File: config.mk
export PLATFORM = sky130hd
export DESIGN_NAME = mem_arbiter
export DESIGN_NICKNAME = d
export VERILOG_FILES = /design/src/rtl/mem_pkg.sv /design/src/rtl/rsp_slot.sv /design/src/rtl/mem_arbiter.sv
export SDC_FILE = /design/constraint.sdc
export NUM_CORES = 1
export LEC_CHECK = 0
export CAP_MARGIN = 0
export CORE_MARGIN = 8
export CORE_UTILIZATION = 35
export DETAILED_ROUTE_END_ITERATION = 16
export PLACE_DENSITY = 0.85
export SLEW_MARGIN = 20
export SYNTH_ARGS = -nofsm -noshare
export SYNTH_HDL_FRONTEND = slang
export SYNTH_SLANG_ARGS = --single-unit
File: constraint.sdc
create_clock -name clk -period 1.95 [get_ports clk]
set_input_delay 0.39 -clock clk [delete_from_list [all_inputs] [get_ports clk]]
set_output_delay 0.39 -clock clk [all_outputs]
set_load 0.02 [all_outputs]
File: src/rtl/mem_pkg.sv
// Shared types and default widths for the I/D memory arbiter.
package mem_pkg;

    localparam int MEM_DATA_WIDTH = 32;
    localparam int MEM_ADDR_WIDTH = 32;
    localparam int MEM_MASK_SIZE  = MEM_DATA_WIDTH / 8;

    typedef struct packed {
        logic [MEM_ADDR_WIDTH-1:0] addr;
        logic [MEM_DATA_WIDTH-1:0] wdata;
        logic [MEM_MASK_SIZE-1:0]  mask;
        logic                      we;
    } mem_req_t;

    typedef struct packed {
        logic [MEM_DATA_WIDTH-1:0] data;
        logic                      err;
    } mem_rsp_t;

    typedef enum logic [1:0] {
        IDLE  = 2'd0,
        GNT_I = 2'd1,
        GNT_D = 2'd2
    } arb_state_e;

endpackage

File: src/rtl/rsp_slot.sv
// One-entry valid/ready response register; loading and draining may coincide.
module rsp_slot #(
    parameter int W = 32
) (
    input  logic         clk,
    input  logic         arst_n,
    input  logic         load,
    input  logic [W-1:0] load_data,
    input  logic         rsp_ready,
    output logic         rsp_valid,
    output logic [W-1:0] rsp_data,
    output logic         free
);

    logic         valid_r;
    logic [W-1:0] data_r;

    // Slot occupancy and payload; payload only changes on a new load.
    always_ff @(posedge clk or negedge arst_n) begin
        if (!arst_n) begin
            valid_r <= 1'b0;
            data_r  <= {W{1'b0}};
        end else if (load) begin
            valid_r <= 1'b1;
            data_r  <= load_data;
        end else if (valid_r && rsp_ready) begin
            valid_r <= 1'b0;
        end
    end

    assign free      = !valid_r || rsp_ready;
    assign rsp_valid = valid_r;
    assign rsp_data  = data_r;

endmodule

File: src/rtl/mem_arbiter.sv
// Arbitrates the shared memory between fetch (I) and load/store (D) ports.
// D has priority; a saturating starvation counter forces an I grant.
module mem_arbiter
    import mem_pkg::*;
#(
    parameter int DATA_WIDTH   = MEM_DATA_WIDTH,
    parameter int ADDR_WIDTH   = MEM_ADDR_WIDTH,
    parameter int STARVE_LIMIT = 4,
    localparam int MASK_SIZE   = DATA_WIDTH / 8
) (
    input  logic                  clk,
    input  logic                  arst_n,
    input  logic                  i_req_valid,
    output logic                  i_req_ready,
    input  logic [ADDR_WIDTH-1:0] i_req_addr,
    output logic                  i_rsp_valid,
    input  logic                  i_rsp_ready,
    output logic [DATA_WIDTH-1:0] i_rsp_data,
    input  logic                  d_req_valid,
    output logic                  d_req_ready,
    input  logic                  d_req_we,
    input  logic [MASK_SIZE-1:0]  d_req_mask,
    input  logic [ADDR_WIDTH-1:0] d_req_addr,
    input  logic [DATA_WIDTH-1:0] d_req_wdata,
    output logic                  d_rsp_valid,
    input  logic                  d_rsp_ready,
    output logic [DATA_WIDTH-1:0] d_rsp_data,
    output logic                  d_rsp_err,
    output logic                  mem_write_en,
    output logic                  mem_read_en,
    output logic [MASK_SIZE-1:0]  mem_mask,
    output logic [ADDR_WIDTH-1:0] mem_addr,
    output logic [DATA_WIDTH-1:0] mem_data_in,
    input  logic [DATA_WIDTH-1:0] mem_data_out,
    input  logic                  mem_read_resp
);

    localparam logic [3:0] LIMIT = 4'(STARVE_LIMIT);

    logic       i_free_s, d_free_s;
    logic       i_elig_s, d_elig_s;
    logic       grant_i_s, grant_d_s;
    logic [3:0] starve_cnt_r;
    arb_state_e state_r, state_s;
    mem_req_t   d_req_s;
    mem_rsp_t   d_load_s;
    logic [DATA_WIDTH:0] d_slot_s;

    assign d_req_s = '{addr: d_req_addr, wdata: d_req_wdata, mask: d_req_mask, we: d_req_we};

    assign i_elig_s  = i_req_valid && i_free_s;
    assign d_elig_s  = d_req_valid && d_free_s;
    // Grants are forced low while reset is asserted so nothing reaches memory.
    assign grant_d_s = arst_n && d_elig_s && !((starve_cnt_r == LIMIT) && i_elig_s);
    assign grant_i_s = arst_n && i_elig_s && !grant_d_s;

    assign i_req_ready = grant_i_s;
    assign d_req_ready = grant_d_s;

    // Memory drive for whichever port holds the grant.
    always_comb begin
        mem_write_en = 1'b0;
        mem_read_en  = 1'b0;
        mem_mask     = {MASK_SIZE{1'b0}};
        mem_addr     = {ADDR_WIDTH{1'b0}};
        mem_data_in  = {DATA_WIDTH{1'b0}};
        if (grant_d_s) begin
            mem_write_en = d_req_s.we;
            mem_read_en  = !d_req_s.we;
            mem_mask     = d_req_s.mask;
            mem_addr     = d_req_s.addr;
            mem_data_in  = d_req_s.wdata;
        end else if (grant_i_s) begin
            mem_read_en  = 1'b1;
            mem_addr     = i_req_addr;
        end else begin
            mem_write_en = 1'b0;
        end
    end

    // Store acks carry zero data and never flag an error.
    always_comb begin
        d_load_s.data = {DATA_WIDTH{1'b0}};
        d_load_s.err  = 1'b0;
        if (!d_req_we) begin
            d_load_s.data = mem_data_out;
            d_load_s.err  = !mem_read_resp;
        end else begin
            d_load_s.err  = 1'b0;
        end
    end

    assign d_slot_s = {d_load_s.err, d_load_s.data};

    rsp_slot #(.W(DATA_WIDTH)) u_i_slot (
        .clk       (clk),
        .arst_n    (arst_n),
        .load      (grant_i_s),
        .load_data (mem_data_out),
        .rsp_ready (i_rsp_ready),
        .rsp_valid (i_rsp_valid),
        .rsp_data  (i_rsp_data),
        .free      (i_free_s)
    );

    logic [DATA_WIDTH:0] d_rsp_s;

    rsp_slot #(.W(DATA_WIDTH + 1)) u_d_slot (
        .clk       (clk),
        .arst_n    (arst_n),
        .load      (grant_d_s),
        .load_data (d_slot_s),
        .rsp_ready (d_rsp_ready),
        .rsp_valid (d_rsp_valid),
        .rsp_data  (d_rsp_s),
        .free      (d_free_s)
    );

    assign d_rsp_err  = d_rsp_s[DATA_WIDTH];
    assign d_rsp_data = d_rsp_s[DATA_WIDTH-1:0];

    // Counts D grants that bypassed a waiting fetch, saturating at the limit.
    always_ff @(posedge clk or negedge arst_n) begin
        if (!arst_n) begin
            starve_cnt_r <= 4'd0;
        end else if (grant_i_s || !i_req_valid) begin
            starve_cnt_r <= 4'd0;
        end else if (grant_d_s && (starve_cnt_r < LIMIT)) begin
            starve_cnt_r <= starve_cnt_r + 4'd1;
        end
    end

    // Last-winner record, kept for debug visibility only.
    always_ff @(posedge clk or negedge arst_n) begin
        if (!arst_n) begin
            state_r <= IDLE;
        end else begin
            state_r <= state_s;
        end
    end

    // Next last-winner state.
    always_comb begin
        state_s = state_r;
        case ({grant_d_s, grant_i_s})
            2'b10:   state_s = GNT_D;
            2'b01:   state_s = GNT_I;
            default: state_s = IDLE;
        endcase
    end

endmodule
==> results list, run 1 <==
- Status: finished with violations
* Failing checks: setup timing
* Share of the cycle needed by the critical path after routing: 128%
- The first TritonRoute pass finished after 4 iterations.
- The net count of the finished layout is 836.
- Worst min-delay path category: primary input to async pin
* Number of top-level pins: around 280
- The number of hold violations in the final report came to 0.
- Minimum setup slack in the final design: -0.540 ns
* Fin util: 80.5%
- Final critical delay including setup and external delays: ~2.5 ns
- VDD IR-drop max: 0.671 mV
- Post-Syn Nets: 503
- Measured along the x axis, the die boundary spans 120 um.
- Via count: 4132
- For the pin with the worst max-slew slack, the measured transition is 0.591 ns.
* Final RePlAce weighted congestion: 0.867
* Cts bufs inserted: 9
- Clock H-tree levels: 3
* Number of placed instances with taps included: slightly below 800
- Number of enable-type register cells in the synthesized netlist: 0
- Data arrival time of the critical path: 2.10 ns
- Overall routed net length: ~19000 um
- In the synthesized netlist, the cells that appear most often are 71 x sky130_fd_sc_hd__dfrtp_1, 69 x sky130_fd_sc_hd__nand2_1, 63 x sky130_fd_sc_hd__mux2_2, 37 x sky130_fd_sc_hd__and2_1, 33 x sky130_fd_sc_hd__nor2b_1.
- Maximum number of pins on one net before global-route repair: 46
- Master cell of the clock root buffer: sky130_fd_sc_hd__clkbuf_8
* Clock tree sinks: 71
- The most used flip-flop cell after synthesis is sky130_fd_sc_hd__dfrtp_1.
- Launch point of the worst reg-to-reg path: starve_cnt_r[1]
- Mean post-synth cell area: 10.5 sq um
- Vias in the first global route: around 4300
- The post-route netlist has 44.6% of its cells at a drive strength greater than 1.
- The number of pins exceeding their max-slew limit in the final report is 0.
- RSZ-0062 raised after global routing: true
- Count of antenna diodes in the layout: 0
- Count of antenna-violating nets left after detailed routing: 0
- Final clock skew: 0.0131 ns
- Input and output buffers added on the ports amount to 278.
- Number of maximum-capacitance constraint violations: 0
- Clock-pin slew was measured on the worst setup and hold paths at roughly 0.090 ns.
* Netlist area before placement: 3800 sq um
- For this run, the number of Yosys warnings is 0.
* Worst Path Class, Setup: flip-flop to output pin
- Final-report setup violation count: 140
* Required time of the worst setup path: 1.56 ns
- Maximum frequency from static timing analysis: approximately 400 MHz
- Source-to-sink clock delay at the later pin of the worst-skew pair: ~0.34 ns
* #FFs+latches synth: 71
- Antenna violations before repair: 0
- Summed over its instances, the top area cell type makes up 46.7% of the synthesized netlist area.
* Capture point of the worst reg-to-reg path: u_d_slot.rsp_data[14]
- Share of flip-flops with an asynchronous set or reset after synthesis: 100%
- Post-Place Worst Slack: -0.897 ns
- Sum of net half-perimeters after detailed placement: around 12000 um
* Vias per cell: 4.92
* Area grow syn2layout: 127%
- Across all register-to-register paths, the minimum setup slack is -0.23 ns.
- Maximum fanout along the worst path: 4
* Number of violations reported at the end of detailed-routing iteration 0: 244
* Number of DRC violations after detailed routing: 0
- Measured in cells, the most critical reg-to-reg path has a length of 11.
* Layout Cell Area excl Fill: 8610 sq um
- In this run, distinct cell masters in the synthesized netlist total 33.
- The share of the Yosys chip area taken by registers is 46.7%.
- Synthesis produced 361 cells.
- Overall die height: 120 um
- In this run the power density over the cells is 693 nW/um^2.
* Placement Cell Area: 7130 sq um
* Startpoint types: flip-flop
- CTS tree: done
- Total congestion overflow after global routing: 0
* Leakage power figure: between 0.003 and 0.004 uW
- In the global route stage, overall resource usage came out at 22.6%.
- The first global-routing pass estimated approximately 26000 um of wire.
* Nature of the critical path endpoint: output pin
* Cell with the most instances after synthesis: sky130_fd_sc_hd__dfrtp_1
* Slew headroom: 60.6%
* Area inside the core boundary: ~11000 sq um
- Post-layout instance count excluding filler cells: 839
- By area the synthesized netlist is led by sky130_fd_sc_hd__dfrtp_1 47%, sky130_fd_sc_hd__mux2_2 19%, sky130_fd_sc_hd__nand2_1 6.8%, sky130_fd_sc_hd__and2_1 6.1%, sky130_fd_sc_hd__nor2b_1 5.4%.
- Post-DR wirelength/cell: 23.0 um
- No sink is reached through more buffers than the 2 on the longest clock path.
* Cts-stage hold buffer count: 0
- Yosys top cell by area: sky130_fd_sc_hd__dfrtp_1
- The floorplan step defined a die boundary enclosing 14500 sq um.
- Initial cell density of the core: between 30 and 40%
* Number of placement rows: 38
==> cell families after synthesis <==
family,count (synthesis),share of synthesized area [%]
AOI/OAI and AO/OA,37,6.55
xor gates and xnor gates,1,0.230
adders and majority gates,2,0.658
buffers and inverters,31,4.87
DFF,71,46.7
muxes,66,19.7
and+or+nand+nor,153,21.2
==> flip-flops by register name (all words and copies together), names as in the netlist <==
name,flops
u_d_slot.rsp_data,33
u_i_slot.rsp_data,32
starve_cnt_r,4
u_d_slot.rsp_valid,1
u_i_slot.rsp_valid,1
==> layout by cell type (no fill, tap or decap), types with 3 or more instances in the layout <==
cell type and instances:
sky130_fd_sc_hd__and2_4 36, sky130_fd_sc_hd__buf_8 6, sky130_fd_sc_hd__mux2_4 65, sky130_fd_sc_hd__buf_16 4, sky130_fd_sc_hd__clkdlybuf4s50_1 205, sky130_fd_sc_hd__inv_2 3
sky130_fd_sc_hd__o22ai_4 20, sky130_fd_sc_hd__o22ai_2 12, sky130_fd_sc_hd__clkbuf_16 6, sky130_fd_sc_hd__buf_12 14, sky130_fd_sc_hd__buf_6 84, sky130_fd_sc_hd__clkbuf_8 10
sky130_fd_sc_hd__buf_4 30, sky130_fd_sc_hd__nor2b_1 33, sky130_fd_sc_hd__nand2_1 68, sky130_fd_sc_hd__dfrtp_1 70
==> stage by stage <==
stage | hold slack, ns | setup TNS (ns) | power [uW]
3_3_place_gp | 0.431 | -84.36 | 4060
4_1_cts | 0.0631 | -35.64 | 5630
5_1_grt | 0.0821 | -50.47 | 6190
2_1_floorplan | 0.0944 | -0.519 | 2880
3_5_place_dp | 0.437 | -87.74 | 4120
6_report | 0.0687 | -39.28 | 5970
==> cell type report <==
cell class	count	area, sq um
Timing Repair Buffer	350	3860
Tap cell	140	175
Inverter	3	11.3
Clock inverter	6	91.3
Sequential cell	71	1780
Fill cell	581	2090
Clock buffer	10	138
Multi-Input combinational cell	259	2560
==> report_power, final <==
part	internal, uW	switching (uW)
registers	1740	162
clock network	762	578
logic	1560	1160
total	4060	1900
==> worst max-delay path by stage <==
stage                         start         endpoint  slack [ns]
floorplan               i_rsp_ready     mem_addr[21]       -0.02
global placement        i_rsp_ready     mem_addr[16]       -0.88
detailed placement      i_rsp_ready  mem_data_in[17]       -0.90
CTS                 starve_cnt_r[0]     mem_addr[16]       -0.56
global route        starve_cnt_r[1]  mem_data_in[29]       -0.63
finish              starve_cnt_r[1]  mem_data_in[29]       -0.54
==> metal layers <==
layer / track usage (%) / vias up / routed length (um)
li1: - / 1891 / -
met1: 26.1 / 2047 / 7300
met2: 39.9 / 170 / 10100
met3: 7.13 / 24 / 1590
met4: 5.54 / 0 / 304
met5: 0 / - / 0
==> critical path, cell delays in order (launching register included) <==
cell	delay (ns)
sky130_fd_sc_hd__dfrtp_1	0.37
sky130_fd_sc_hd__inv_2	0.06
sky130_fd_sc_hd__ha_4	0.15
sky130_fd_sc_hd__and3b_2	0.21
sky130_fd_sc_hd__buf_6	0.12
sky130_fd_sc_hd__a21oi_4	0.16
sky130_fd_sc_hd__buf_6	0.15
sky130_fd_sc_hd__buf_16	0.11
sky130_fd_sc_hd__buf_8	0.10
sky130_fd_sc_hd__buf_6	0.09
sky130_fd_sc_hd__and2_4	0.13
sky130_fd_sc_hd__buf_6	0.11
==> repair_timing <==
action / 4_1_cts / 5_1_grt
cloned: 8 / 6
pin swaps: 5 / 18
setup buffers: 15 / 20
endpoints found under the setup margin: 124 / 142
resized for setup: 397 / 206
Note: power is estimated with default switching activity, not from simulation.
==> run 2, diff against run 1 <==
Settings changed: CORE_AREA set to 2 2 108 110, CORE_MARGIN 8 to not set, CORE_UTILIZATION 35 to not set, DIE_AREA set to 0 0 110 112, PLACE_DENSITY 0.85 to 0.83.
Clock period 1.95 ns to 2.5 ns, I/O delays scaled along.
==> results list, run 2 (same netlist as run 1, synthesis figures left out) <==
* Cell area power density: between 500 and 600 nW/um^2
* Number of DRC violations after detailed routing: 0
- For this run the aggregate overflow at the end of global routing stands at 0.
* Area grow syn2layout: 98.7%
- Reg power frac: between 30% and 40%
- Maximum fanout along the worst path: 8
- The worst setup path is captured at an output pin.
- In this run the remaining antenna-violating nets after routing total 0.
- Overall die height: 112 um
- In the global route stage, overall resource usage came out at 22.0%.
* Net switching power figure: 1360 uW
- Nets: 797
- Number of maximum-capacitance constraint violations: 0
- Adding up every negative setup slack in the final design gives 0 ns.
- TritonCTS created 9 clock buffers.
- For this design the top-level I/O count stands at 279.
- Setup repair after global routing could not meet its margin everywhere.
* Overall routed net length: 15400 um
- Combinational cells account for roughly two fifths of the total power.
- Layout Cell Area excl Fill: 7550 sq um
- Number of violations reported at the end of detailed-routing iteration 0: 220
- Antenna violations before repair: 2
- Slew headroom: roughly 46%
- The number of hold violations in the final report came to 0.
- The critical path is of the flip-flop to output pin type.
- Post-DR wirelength/cell: 19.2 um
- Before antenna repair, the detailed router went through 4 iterations.
* Final clock skew: 0.00552 ns
* Slew of the pin with the lowest slew margin: 0.814 ns
* Vias per cell: 4.96
- Status: finished clean
- Clock network fraction of total power: 26.3%
- Port bufs: 278
- The number of pins exceeding their max-slew limit in the final report is 0.
* Number of flip-flops in the largest register: 33
- STA classifies the critical path startpoint as a flip-flop.
* Share of cells above drive strength 1: around 36%
- Die footprint: roughly 12000 sq um
* Wire length of the first global-routing pass: 20800 um
- Clock H-tree levels: 3
- Cell internal power dissipation: 3030 uW
- DIE WIDTH: 110 um
- Power, Total: 4400 uW
- At the later pin of the worst-skew pair, clock insertion delay measures 0.32 ns.
* Final RePlAce weighted congestion: 0.956
- The number of global-route vias before repair is 4047.
* Switching power as a share of total power: a little under a third
* Leakage power figure: 0.00335 uW
- Initial cell density of the core: roughly 34%
- CTS tree: done
- Share of the cycle needed by the critical path after routing: 99.0%
* Data arrival time of the critical path: 1.98 ns
* Sum of net half-perimeters after detailed placement: 10500 um
- Number of placement rows: 39
- The library cell used most frequently in the layout, excluding fill and tap cells, is sky130_fd_sc_hd__clkdlybuf4s50_1.
* Final-report setup violation count: 0
* Required time of the worst setup path: 2.00 ns
- Highest-count cells in the layout ignoring fill and taps: 201 x sky130_fd_sc_hd__clkdlybuf4s50_1, 71 x sky130_fd_sc_hd__dfrtp_1, 67 x sky130_fd_sc_hd__nand2_1, 63 x sky130_fd_sc_hd__mux2_2, 41 x sky130_fd_sc_hd__buf_4
* Filler Cell Count: 825
- The core region is 11200 sq um.
- Worst reg-to-reg setup slack: 0.25 ns
* Clock tree buffer depth: 2
- Maximum number of pins on one net before global-route repair: between 60 and 70
- VDD IR-drop max: 0.607 mV
- Clock Pin Slew Worst Setup and Hold Paths: roughly 0.060 ns
- The clock net in this run drives a total of 71 sinks.
- Worst min-delay path category: primary input to async pin
- Via count: 3980
- Maximum frequency from static timing analysis: 404 MHz
- Counting I/O delays and the setup requirement, the final critical path takes approximately 2.5 ns.
* Master cell of the clock root buffer: sky130_fd_sc_hd__clkbuf_16
- Once placement finished, the instance area stood at 6770 sq um.
[run 2: stage by stage]
step                      utilization [%]  hold slack [ns]  instances  worst slack (ns)
final                                67.6            0.177        803            0.0242
after CTS                            61.0            0.157        788           -0.0270
after detailed placement             60.6            0.479        772            -0.576
after global routing                 67.6            0.172        803           -0.0819
after global placement               60.6            0.470        772            -0.552
after floorplan                         -            0.204        361             0.242
[run 2: what timing repair did]
action / CTS / global route
endpoints found under the setup margin: 72 / 69
pin swaps: 0 / 6
resized for setup: 313 / 144
setup buffers: 1 / 6
cloned: 1 / 7
hold buffers: 0 / 0
[run 2: path summary, 6_finish.rpt]
check | startpoint | end | depth (start not counted)
worst max-delay path | starve_cnt_r[0] | mem_addr[12] | 8
worst min-delay path | arst_n | starve_cnt_r[3] | 2
worst max register to register | starve_cnt_r[0] | u_i_slot.rsp_data[12] | 8
worst min register to register | u_d_slot.rsp_data[31] | u_d_slot.rsp_data[31] | 1
max in group asynchronous | arst_n | u_i_slot.rsp_data[20] | 2
min in group clk | i_rsp_ready | u_i_slot.rsp_valid | 3
[run 2: critical path, cell delays in order, from the launching register on]
cell	delay, ns
sky130_fd_sc_hd__dfrtp_1	0.39
sky130_fd_sc_hd__inv_2	0.08
sky130_fd_sc_hd__ha_4	0.12
sky130_fd_sc_hd__and3b_2	0.23
sky130_fd_sc_hd__nand3b_1	0.20
sky130_fd_sc_hd__nand2_4	0.12
sky130_fd_sc_hd__buf_6	0.17
sky130_fd_sc_hd__o22ai_1	0.14
sky130_fd_sc_hd__buf_2	0.20
[run 2: final cells by class]
cell class / instances / area (sq um) / share of cell area, %
well taps: 143 / 179 / 2.37
clock buffers: 11 / 253 / 3.35
multi-input cells: 259 / 2150 / 28.5
clock inverters: 3 / 20.0 / 0.265
flip-flops and latches: 71 / 1780 / 23.5
diodes: 2 / 5.00 / 0.0663
inverters: 3 / 11.3 / 0.149
repair buffers: 311 / 3160 / 41.8
[run 2: layer usage]
layer	GRT usage (%)	share of wire (%)	up-vias
li1	-	-	1815
met1	23.5	36	1926
met2	39.2	51	191
met3	7.14	9.3	48
met4	8.69	4.0	0
met5	0	0	-
[run 2: power by group through the flow]
stage / clock network [uW] / registers, uW / logic [uW]
floorplan: 0 / 1730 / 462
global placement: 0 / 1470 / 1610
detailed placement: 0 / 1490 / 1630
CTS: 1190 / 1470 / 1610
global route: 1250 / 1500 / 1850
finish: 1160 / 1470 / 1770
==> run 3, diff against run 2 <==
Settings changed: SETUP_SLACK_MARGIN set to 0.1.
==> results list, run 3 (same netlist as run 1, synthesis figures left out) <==
- In this run the count of I/O pins placed on the die edge is 279.
* Tot GR Track Use: approximately 22%
- Kind of cell adding the most delay to the critical path: simple AND/OR/NAND/NOR gates
* Worst Path Class, Setup: flip-flop to output pin
- The die covers 12300 sq um.
* Status: finished clean
- Count of antenna-violating nets left after detailed routing: 0
- After clock tree synthesis, the clock-pin slew on the worst setup and hold paths is 0.06 ns.
* Antenna violations before repair: 2
* Final critical delay including setup and external delays: 2.48 ns
- The tightest min-delay check is of the primary input to async pin type.
- The routed design has 15500 um of wire.
* Nature of the critical path endpoint: output pin
* Share of cells above drive strength 1: 36.6%
- Data on the critical path arrives at its endpoint at 1.98 ns.
* RSZ-0062 raised after global routing: true
* Nets: ~800
- Final clock skew: about 0.0057 ns
- Startpoint types: flip-flop
- In this run the clock root is driven by a sky130_fd_sc_hd__clkbuf_16.
- Setup violations remaining at the end of the flow were counted as 0.
- Row generation in the floorplan step produced 39 rows.
- Maximum fanout along the worst path: 8
* Number of maximum-capacitance constraint violations: 0
- The core region is 11200 sq um.
- DIE WIDTH: 110 um
* Slew headroom: 45.2%
- Maximum frequency from static timing analysis: 403 MHz
* Maximum number of pins on one net before global-route repair: 67
* Hold violation total from the final report: 0
* Commonest non-fill, non-tap cell in the layout: sky130_fd_sc_hd__clkdlybuf4s50_1
- Final RePlAce weighted congestion: 0.956
- Share of the cycle needed by the critical path after routing: roughly 99%
- In this design, the stage delay of the slowest critical-path cell is about 0.36 ns.
- Cell area power density: 581 nW/um^2
* Leakage power figure: 0.00335 uW
- The count of buffers added on input and output ports is 278.
- In this run the register-to-register setup slack is 0.12 ns.
- Summed over all layers, the global routing overflow is 0.
- Slew Viols, Final: 0
* Source-to-sink clock delay at the later pin of the worst-skew pair: 0.32 ns
- Number of violations reported at the end of detailed-routing iteration 0: 303
- Overall die height: 112 um
* Number of flip-flops in the largest register: 33
* Sum of net half-perimeters after detailed placement: 10500 um
- Number of DRC violations after detailed routing: 0
- CTS built an H-tree with a depth of 3.
* Cts bufs inserted: 9
* Wire length of the first global-routing pass: between 20000 and 25000 um
- Cts-stage hold buffer count: 0
- Number of buffer and inverter instances along the worst setup path: 3
- Area grow syn2layout: 99.2%
* Number of search-and-repair iterations in the first detailed-routing pass: 4
* Required time of the worst setup path: 2.00 ns
* Post-layout instance count excluding filler cells: 804
- The initial utilization of the core area, before any placement, comes to 34.0%.
- CTS saw 71 sinks.
- Dividing the detail-routed wire length by the instance count gives between 15 and 20 um.
- Vias per cell: 4.95
* Power, Total: 4400 uW
- Vias in the first global route: 4037
* Via count: 3980
- Slew of the pin with the lowest slew margin: 0.822 ns
* Final sum of negative setup slack: 0 ns
- Slowest cell on crit path: sky130_fd_sc_hd__dfrtp_1
* Clock tree buffer depth: 2
- CP cell instances: inv_2, ha_4, and3b_2, nand3b_1, nand2_4, buf_6, o22ai_2, buf_4
* CTS tree: done
- Once layout is complete, the utilization of the core stands at 67.8%.
* Smallest hold slack: 0.184 ns
- VDD sags by at most 0.607 mV.
- In the layout the commonest cells are 201 x sky130_fd_sc_hd__clkdlybuf4s50_1, 71 x sky130_fd_sc_hd__dfrtp_1, 68 x sky130_fd_sc_hd__nand2_1, 63 x sky130_fd_sc_hd__mux2_2, 48 x sky130_fd_sc_hd__buf_6.
* Number of placed instances with taps included: 772
run 3: cell types whose count changed in the layout (fill, tap and decap cells not counted), sizes merged:
cell | previous run | this run
buf | 100 | 101
clkbuf | 17 | 16
clkdlybuf4s15 | 0 | 1
dlygate4sd2 | 0 | 3
dlymetal6s2s | 4 | 1
run 3: metal layers:
metal / GRT usage [%] / vias to the layer above / share of wire, %
met2: 39.5 / 197 / 52
li1: - / 1819 / -
met3: 7.14 / 36 / 9.3
met4: 8.61 / 0 / 3.1
met5: 0 / - / 0
met1: 23.5 / 1928 / 36
run 3: stage by stage:
| step | cell area [sq um] | setup slack, ns |
|---|---|---|
| floorplan | 3800 | 0.242 |
| global route | 7570 | -0.0647 |
| detailed placement | 6770 | -0.576 |
| global placement | 6770 | -0.552 |
| CTS | 6990 | 0.0228 |
| finish | 7570 | 0.0206 |
run 3: final timing paths:
kind / cells past startpoint / to / from
max: 8 / mem_addr[9] / starve_cnt_r[0]
min: 2 / starve_cnt_r[3] / arst_n
max reg2reg: 9 / u_i_slot.rsp_data[12] / starve_cnt_r[0]
min reg2reg: 1 / u_d_slot.rsp_data[31] / u_d_slot.rsp_data[31]
max in group asynchronous: 2 / u_i_slot.rsp_data[20] / arst_n
min in group clk: 3 / u_i_slot.rsp_valid / i_rsp_ready
run 3: final cells by class:
| class | instances | area, sq um |
|---|---|---|
| fillers | 824 | 3600 |
| repair buffers | 312 | 3210 |
| well taps | 143 | 179 |
| diodes | 2 | 5.00 |
| multi-input cells | 259 | 2120 |
| flip-flops and latches | 71 | 1780 |
| clock buffers | 11 | 253 |
| clock inverters | 3 | 20.0 |
| inverters | 3 | 11.3 |
run 3: timing repair:
action                     4_1_cts  5_1_grt
hold endpoints to repair         0        0
pin swaps                        1        5
setup endpoints to repair       72       72
buffers inserted                 4        2
gates cloned                     2        8
gates resized for setup        361      102
run 3: report_power, final:
part           total (uW)  switching (uW)  internal (uW)
combinational        1770             802            969
clock                1160             446            712
sequential           1470             113           1360
